===== src/rtl/cpx_pkg.sv =====
// Shared width helpers and conj-mode constants for the complex multiply datapath.
package cpx_pkg;

    localparam logic CPX_MUL  = 1'b0;
    localparam logic CPX_CONJ = 1'b1;

    function automatic int unsigned clog2_f(input int unsigned v);
        int unsigned r;
        r = 0;
        for (int unsigned i = 0; i < 32; i++) begin
            if ((64'd1 << i) < 64'(v)) r = i + 1;
        end
        return r;
    endfunction

    function automatic int unsigned prod_bits_f(input int unsigned xb, input int unsigned yb);
        return xb + yb + 1;
    endfunction

    function automatic int unsigned acc_bits_f(input int unsigned pb, input int unsigned acc_len);
        return (acc_len <= 1) ? pb : pb + clog2_f(acc_len);
    endfunction

endpackage


===== src/rtl/cpx_product.sv =====
// Two-stage complex product: registered operands, then registered x*y or x*conj(y).
module cpx_product
    import cpx_pkg::*;
#(
    parameter int unsigned X_BITS = 12,
    parameter int unsigned Y_BITS = 12
) (
    input  logic                          clk,
    input  logic                          reset_n,
    input  logic                          i_en,
    input  logic                          i_valid,
    input  logic signed [X_BITS-1:0]      i_xi,
    input  logic signed [X_BITS-1:0]      i_xq,
    input  logic signed [Y_BITS-1:0]      i_yi,
    input  logic signed [Y_BITS-1:0]      i_yq,
    input  logic                          i_conj,
    output logic                          o_valid,
    output logic signed [X_BITS+Y_BITS:0] o_i,
    output logic signed [X_BITS+Y_BITS:0] o_q
);

    localparam int unsigned PROD_BITS = prod_bits_f(X_BITS, Y_BITS);

    logic signed [X_BITS-1:0]    r_xi, r_xq;
    logic signed [Y_BITS-1:0]    r_yi, r_yq;
    logic                        r_conj, r_v1, r_v2;
    logic signed [PROD_BITS-1:0] w_ii, w_qq, w_iq, w_qi, w_i, w_q, r_i, r_q;

    always_ff @(posedge clk or negedge reset_n) begin
        if (!reset_n) begin
            r_xi   <= '0;
            r_xq   <= '0;
            r_yi   <= '0;
            r_yq   <= '0;
            r_conj <= CPX_MUL;
            r_v1   <= 1'b0;
        end else if (i_en) begin
            r_xi   <= i_xi;
            r_xq   <= i_xq;
            r_yi   <= i_yi;
            r_yq   <= i_yq;
            r_conj <= i_conj;
            r_v1   <= i_valid;
        end
    end

    // Operands are widened first so products and sums are all formed at PROD_BITS.
    assign w_ii = PROD_BITS'(r_xi) * PROD_BITS'(r_yi);
    assign w_qq = PROD_BITS'(r_xq) * PROD_BITS'(r_yq);
    assign w_iq = PROD_BITS'(r_xi) * PROD_BITS'(r_yq);
    assign w_qi = PROD_BITS'(r_xq) * PROD_BITS'(r_yi);

    assign w_i = (r_conj == CPX_CONJ) ? w_ii + w_qq : w_ii - w_qq;
    assign w_q = (r_conj == CPX_CONJ) ? w_qi - w_iq : w_iq + w_qi;

    always_ff @(posedge clk or negedge reset_n) begin
        if (!reset_n) begin
            r_i  <= '0;
            r_q  <= '0;
            r_v2 <= 1'b0;
        end else if (i_en) begin
            r_i  <= w_i;
            r_q  <= w_q;
            r_v2 <= r_v1;
        end
    end

    assign o_valid = r_v2;
    assign o_i     = r_i;
    assign o_q     = r_q;

endmodule


===== src/rtl/cpx_multiply_acc.sv =====
// Complex multiply-accumulate: sums ACC_LEN products per result, valid/ready on both sides.
module cpx_multiply_acc
    import cpx_pkg::*;
#(
    parameter int unsigned X_BITS   = 12,
    parameter int unsigned Y_BITS   = 12,
    parameter int unsigned ACC_LEN  = 4,
    parameter int unsigned OUT_BITS = 27
) (
    input  logic                       clk,
    input  logic                       reset_n,
    input  logic                       m_axis_tvalid,
    output logic                       s_axis_tready,
    input  logic signed [X_BITS-1:0]   xi,
    input  logic signed [X_BITS-1:0]   xq,
    input  logic signed [Y_BITS-1:0]   yi,
    input  logic signed [Y_BITS-1:0]   yq,
    input  logic                       conj,
    output logic                       s_axis_tvalid,
    input  logic                       m_axis_tready,
    output logic signed [OUT_BITS-1:0] i_out,
    output logic signed [OUT_BITS-1:0] q_out,
    output logic [$clog2(ACC_LEN):0]   acc_count
);

    localparam int unsigned PROD_BITS = prod_bits_f(X_BITS, Y_BITS);
    localparam int unsigned ACC_BITS  = acc_bits_f(PROD_BITS, ACC_LEN);
    localparam int unsigned CNT_BITS  = clog2_f(ACC_LEN) + 1;
    localparam logic [CNT_BITS-1:0] LAST_CNT = CNT_BITS'(ACC_LEN - 1);

    if (ACC_LEN < 1) begin : g_bad_len
        $error("cpx_multiply_acc: ACC_LEN must be >= 1");
    end
    if (OUT_BITS > ACC_BITS) begin : g_bad_out
        $error("cpx_multiply_acc: OUT_BITS must be <= ACC_BITS");
    end

    logic                        w_en, w_v2, w_last;
    logic signed [PROD_BITS-1:0] w_pi, w_pq;
    logic signed [ACC_BITS-1:0]  w_sum_i, w_sum_q, r_acc_i, r_acc_q;
    logic [CNT_BITS-1:0]         r_cnt;
    logic                        r_out_v;
    logic signed [OUT_BITS-1:0]  r_out_i, r_out_q;

    assign w_en          = !r_out_v || m_axis_tready;
    assign s_axis_tready = w_en && reset_n;

    cpx_product #(
        .X_BITS (X_BITS),
        .Y_BITS (Y_BITS)
    ) u_product (
        .clk     (clk),
        .reset_n (reset_n),
        .i_en    (w_en),
        .i_valid (m_axis_tvalid),
        .i_xi    (xi),
        .i_xq    (xq),
        .i_yi    (yi),
        .i_yq    (yq),
        .i_conj  (conj),
        .o_valid (w_v2),
        .o_i     (w_pi),
        .o_q     (w_pq)
    );

    // A new group ignores the stale accumulator, so groups chain with no bubble.
    assign w_last  = (r_cnt == LAST_CNT);
    assign w_sum_i = ((r_cnt == '0) ? '0 : r_acc_i) + ACC_BITS'(w_pi);
    assign w_sum_q = ((r_cnt == '0) ? '0 : r_acc_q) + ACC_BITS'(w_pq);

    always_ff @(posedge clk or negedge reset_n) begin
        if (!reset_n) begin
            r_acc_i <= '0;
            r_acc_q <= '0;
            r_cnt   <= '0;
            r_out_v <= 1'b0;
            r_out_i <= '0;
            r_out_q <= '0;
        end else if (w_en) begin
            r_out_v <= w_v2 && w_last;
            if (w_v2) begin
                if (w_last) begin
                    r_cnt   <= '0;
                    r_out_i <= w_sum_i[ACC_BITS-1 -: OUT_BITS];
                    r_out_q <= w_sum_q[ACC_BITS-1 -: OUT_BITS];
                end else begin
                    r_cnt   <= r_cnt + CNT_BITS'(1);
                    r_acc_i <= w_sum_i;
                    r_acc_q <= w_sum_q;
                end
            end
        end
    end

    assign s_axis_tvalid = r_out_v;
    assign i_out         = r_out_i;
    assign q_out         = r_out_q;
    assign acc_count     = r_cnt;

endmodule


===== config.mk =====
export PLATFORM = sky130hd
export DESIGN_NAME = cpx_multiply_acc
export DESIGN_NICKNAME = d
export VERILOG_FILES = /design/src/rtl/cpx_pkg.sv /design/src/rtl/cpx_product.sv /design/src/rtl/cpx_multiply_acc.sv
export SDC_FILE = /design/constraint.sdc
export NUM_CORES = 2
export LEC_CHECK = 0
export ABC_AREA = 0
export CAP_MARGIN = 5
export CORE_ASPECT_RATIO = 1.75
export CORE_UTILIZATION = 60
export DETAILED_ROUTE_END_ITERATION = 10
export PLACE_DENSITY = 0.81
export SYNTH_ARGS = -nofsm -noshare
export SYNTH_HDL_FRONTEND = slang
export SYNTH_HIERARCHICAL = 1
export SYNTH_SLANG_ARGS = --single-unit

===== constraint.sdc =====
create_clock -name clk -period 9.25 [get_ports clk]
set_clock_uncertainty 0.15 [all_clocks]
set_input_delay 0.925 -clock clk [delete_from_list [all_inputs] [get_ports clk]]
set_output_delay 0.925 -clock clk [all_outputs]
set_load 0.1 [all_outputs]

[After elaboration in Yosys (flattened, before gate mapping)]
Index checks and enable logic that the tools add are counted.
Operators by class
  add/subtract/negate cells: 7
  multipliers: 4
  eq/ne operators: 1
  muxes and demuxes: 5
  bitwise logic cells: 1
  reduce and logical (&&, ||, !) cells: 8
Operators by type and width (count)
  $mul A12 B12 Y24: 4
  $add A27 B27 Y27: 2
  $mux W27: 2
  $add A25 B25 Y25: 2
  $mux W25: 2
  $sub A25 B25 Y25: 2
  $reduce_and A3 Y1: 2
  $add A3 B1 Y3 const B: 1
  $eq A3 B2 Y1 const B: 1
  $logic_not A3 Y1: 1
  $mux W3: 1
  $logic_and A1 B1 Y1: 2
  $reduce_and A2 Y1: 1
  $logic_not A1 Y1: 1
  $logic_or A1 B1 Y1: 1
  $not A1 Y1: 1
Storage, ports and cells
  flip-flop bits (word level): 213
  input bits: 53
  output and inout bits: 59
  logic and storage cells: 41

[Depth between registers and ports, before layout]
  depth in word-level cells: 3
  mapped depth: 33
  gate-level depth less buffers: 31

[Cells and area by module]
Netlist, hierarchy kept.
By module, submodules not included
  cpx_product: times used 1, cells an instance 3171, area each 28767.6 um2, seq. area each 2527.4 um2
  cpx_multiply_acc: times used 1, cells an instance 821, area each 7325.8 um2, seq. area each 2802.7 um2

[Worst setup path after synthesis]
Ideal clock, no wire load.
  path type: register -> register
  from: reg u_product.r_xi[7]
  to: reg u_product.r_q[24] (netlist: u_product/o_q[24])
  library setup time: 77 ps
  data arrival time: 7361 ps
  data required time: 9023 ps
  setup slack: 1662 ps
  cell stages (with the launch flop): 30
  path buffers: 2
  clock period less this slack: 7588 ps
  cells stage by stage: dfrtp_1 clkbuf_1 nand2_1 fa_1 fa_1 fa_1 inv_1 fa_1 inv_1 fa_1 inv_1 ha_1 buf_2 a21oi_2 a21oi_1 a2111oi_0 nand3b_1 o311a_1 or3_1 nor3_1 nor2_1 xor2_1 ha_1 a21o_1 a21oi_1 o21ai_1 o311a_1 o41ai_2 xnor3_1 o21ai_1
Between the ends
  word-level cells in the longest chain between the ends: 3
  elaborated cells on any way between the ends: 4
  those cells by class: 2 x add/sub; 1 x mul; 1 x mux
RTL lines
  from (decl): line cpx_product.sv:24  | logic signed [X_BITS-1:0] r_xi, r_xq;
  from (signal assigned): line cpx_product.sv:38  | r_xi <= i_xi;
  $mul A12 B12 Y24 (*): line cpx_product.sv:50  | assign w_iq = PROD_BITS'(r_xi) * PROD_BITS'(r_yq);
  $add A25 B25 Y25 / $sub A25 B25 Y25 (equally long branches): line cpx_product.sv:54  | assign w_q = (r_conj == CPX_CONJ) ? w_qi - w_iq : w_iq + w_qi;
  $mux W25 (*): line cpx_product.sv:54
  to (signal assigned): line cpx_product.sv:63  | r_q <= w_q;
  to (decl): line cpx_product.sv:27  | logic signed [PROD_BITS-1:0] w_ii, w_qq, w_iq, w_qi, w_i, w_q, r_i, r_q;
Every way passes the cells marked *; elsewhere a longest branch is shown, timed or not.
A chain may end at the register's enable or synchronous reset.

[Final worst setup path]
  from: reg u_product.r_yq[4]
  to: reg u_product.r_q[24] (netlist: u_product/o_q[24])
Between the ends
  word-level cells in the longest chain between the ends: 3
  elaborated cells on any way between the ends: 4
  those cells by class: 2 x add/sub; 1 x mul; 1 x mux
RTL lines
  from (decl): line cpx_product.sv:25  | logic signed [Y_BITS-1:0] r_yi, r_yq;
  from (signal assigned): line cpx_product.sv:41  | r_yq <= i_yq;
  $mul A12 B12 Y24 (*): line cpx_product.sv:50
  $add A25 B25 Y25 / $sub A25 B25 Y25 (equally long branches): line cpx_product.sv:54
  $mux W25 (*): line cpx_product.sv:54
Marks and branches as above.

==> out/metrics.yaml <==
finish:
  final_layout_size_suffix_gt1_frac: 0.0632
  areaGrowthSynthToFinish_pct: 7.37
  seqCellArea_sq_mm: 0.00533
  final_area_sq_mm: 0.0388
  final_cell_mix: "712 x inv_1, 575 x nand2_1, 556 x fa_1"
  multi_input_area_sq_mm: 0.0275
  antenna-diode-count: 0
  fin_nets: 4935
  layout_commonest_cell: "inv_1"
  fillers: 4853
synthesis:
  post_synth.cell_area_avg_sq_um: 9.04
  netlist_instances: 3992
  syn_nets: 4910
  ys.flop_type: "dfrtp_1"
  syn-cell-area_sq_mm: 0.0361
  yosysWarnings: 6
  synth-seq-cells: 213
  ys_async_sr_fraction: 1.00
  synth-seq-area-share: 0.148
  synth-edff-count: 0
  synth_cell_types: 88
global_route:
  grt_pass1_vias: 29910
  grt.total_usage: 0.307
  grt.overflow.total: 0
  grt.met3_usage: 0.0312
  grt_use_met2: 0.554
  antenna_found_initial: 2
  grt.busiest_layer: "met2"
  grtUsageMet1: 0.330
  grt_max_degree: 112
  grt_pass1_wl_um: 149000
critical_path:
  cp_slowest_cell: "dfrtp_1"
  slowest_delay_ns: 0.90
  path_buf_inv: 3
  cp_common_cell: "fa_1"
  cp-end-kind: "flip-flop"
  startpoint: "u_product/r_yq[4]$_DFFE_PN0P_"
  cp.arrival_ns: 8.87
  reg2reg_to: "u_product/o_q[24]$_DFFE_PN0P_"
  crit_path_max_fanout: 25
  r2r_start: "u_product/r_yq[4]$_DFFE_PN0P_"
  crit_family: "adder cells"
  reg2reg_depth: 27
  cp.required_ns: 9.59
  r2r_setup_slack_ns: 0.72
  worstSetupPathType: "flip-flop to flip-flop"
  start_kind: "flip-flop"
floorplan:
  die_width_um: 187
  core_sq_mm: 0.0594
  fp.dieH_um: 326
  start_util: 0.608
  rows: 118
  io_pins: 112
  dieArea_sq_mm: 0.0612
status:
  status: "finished clean"
detailed_routing:
  wl_um: 90000
  route.detailed.drc: 0
  first_iter_violations: 1763
  via_per_inst: 5.77
  route.vias.total: 27765
  wl_per_cell_um: 18.7
  first_pass_iters: 5
  antenna_left: 0
flow_run:
  maxCapViolCount: 0
sta:
  max_slew_margin: 0.240
  clock.fmax_ghz: 0.117
  grt_setup_unrepaired: "false"
  worst_pin_slew_ns: 1.14
  fin_crit_sh: 0.922
  hold_viol: 0
  finalSetupViolations: 0
  maxSlewViolCount: 0
  fin_crit_ns: 8.53
  fin_tns_setup_ns: 0
place:
  dpl_cell_area_sq_mm: 0.0380
  gp_congestion: 0.962
  post-dp-hpwl_um: 73300
  portBuffers: 111
clock_network:
  h-tree-depth: 1
  clock_path_buffers: 3
  cts_tree: "yes"
  clock-sinks: 213
  ctsHoldBuffers: 0
  post_cts_buffers: 0
  cts_resized: 0
  cts_buffers: 24
  clk_pin_slew_ns: 0.08
  insertion_delay_ns: 0.57
  cts_root_buf: "clkbuf_16"
worst_hold_path:
  hold_path_class: "input port to async pin"
worst max-delay path by stage:
stage / endpoint / slack [ns] / depth (start not counted)
2_1_floorplan: u_product/o_q[24]$_DFFE_PN0P_ / 1.66 / 29
5_1_grt: u_product/o_q[24]$_DFFE_PN0P_ / 0.18 / 27
6_report: u_product/o_q[24]$_DFFE_PN0P_ / 0.72 / 27
4_1_cts: u_product/o_q[24]$_DFFE_PN0P_ / 0.82 / 27
3_5_place_dp: u_product/o_q[24]$_DFFE_PN0P_ / 0.87 / 27
3_3_place_gp: u_product/o_q[24]$_DFFE_PN0P_ / 1.03 / 27
layout make-up:
| cell class | count | area share |
|---|---|---|
| inverter | 714 | 0.0692 |
| multi-input combinational | 2906 | 0.710 |
| timing repair buffer | 158 | 0.0379 |
| tap | 780 | 0.0252 |
| clock buffer | 31 | 0.0175 |
| clock inverter | 13 | 0.00291 |
| sequential | 213 | 0.138 |
cells by family after synthesis:
| group | Yosys count | synth area share |
|---|---|---|
| compound gates | 489 | 0.0909 |
| simple gates | 1201 | 0.160 |
| xor+xnor | 227 | 0.0562 |
| mux | 124 | 0.0387 |
| flops | 213 | 0.148 |
| fa+ha+maj | 865 | 0.416 |
| buf+inv | 873 | 0.0911 |
Yosys cell counts, drive strengths merged (17+ instances only):
cell type  instances  share of area
a211oi            24         0.0054
a21o              52          0.011
a21oi            137          0.019
a31oi             26         0.0045
and2             258          0.045
and3              21         0.0038
clkbuf           145          0.015
dfrtp            213           0.15
fa               556           0.31
ha               309           0.11
inv              713          0.074
mux2             123          0.038
nand2            577          0.060
nand2b            53         0.0092
nand3             36         0.0050
nor2             124          0.013
nor2b             19         0.0033
nor3              36         0.0053
o21a              17         0.0035
o21ai            101          0.014
o21bai            29         0.0061
xnor2            154          0.037
xor2              70          0.017
routing by layer:
layer | up-vias | part of all wire
met3 | 396 | 0.048
li1 | 12599 | -
met2 | 1007 | 0.51
met5 | - | 0.000078
met4 | 2 | 0.089
met1 | 13761 | 0.35
state kept, by name, summed over array words and instances, names as in the netlist:
signal	flops
u_product/o_valid	1
r_acc_q	27
u_product/r_yq	12
i_out	27
u_product/r_yi	12
r_acc_i	27
s_axis_tvalid	1
u_product/o_q	25
u_product/r_xi	12
u_product/r_v1	1
u_product/r_conj	1
u_product/r_xq	12
u_product/o_i	25
q_out	27
acc_count	3
stage by stage:
stage / hold WS (ns) / utilization / std cells / setup slack, ns
floorplan: 0.287 / - / 3992 / 1.66
global placement: 0.300 / 0.640 / 4771 / 1.03
detailed placement: 0.304 / 0.640 / 4771 / 0.867
CTS: 0.298 / 0.653 / 4815 / 0.817
global route: 0.337 / 0.653 / 4815 / 0.181
finish: 0.216 / 0.653 / 4815 / 0.724
Power is not shown: default switching activity piles up to over one toggle a cycle in this logic, so the estimate is an artifact.
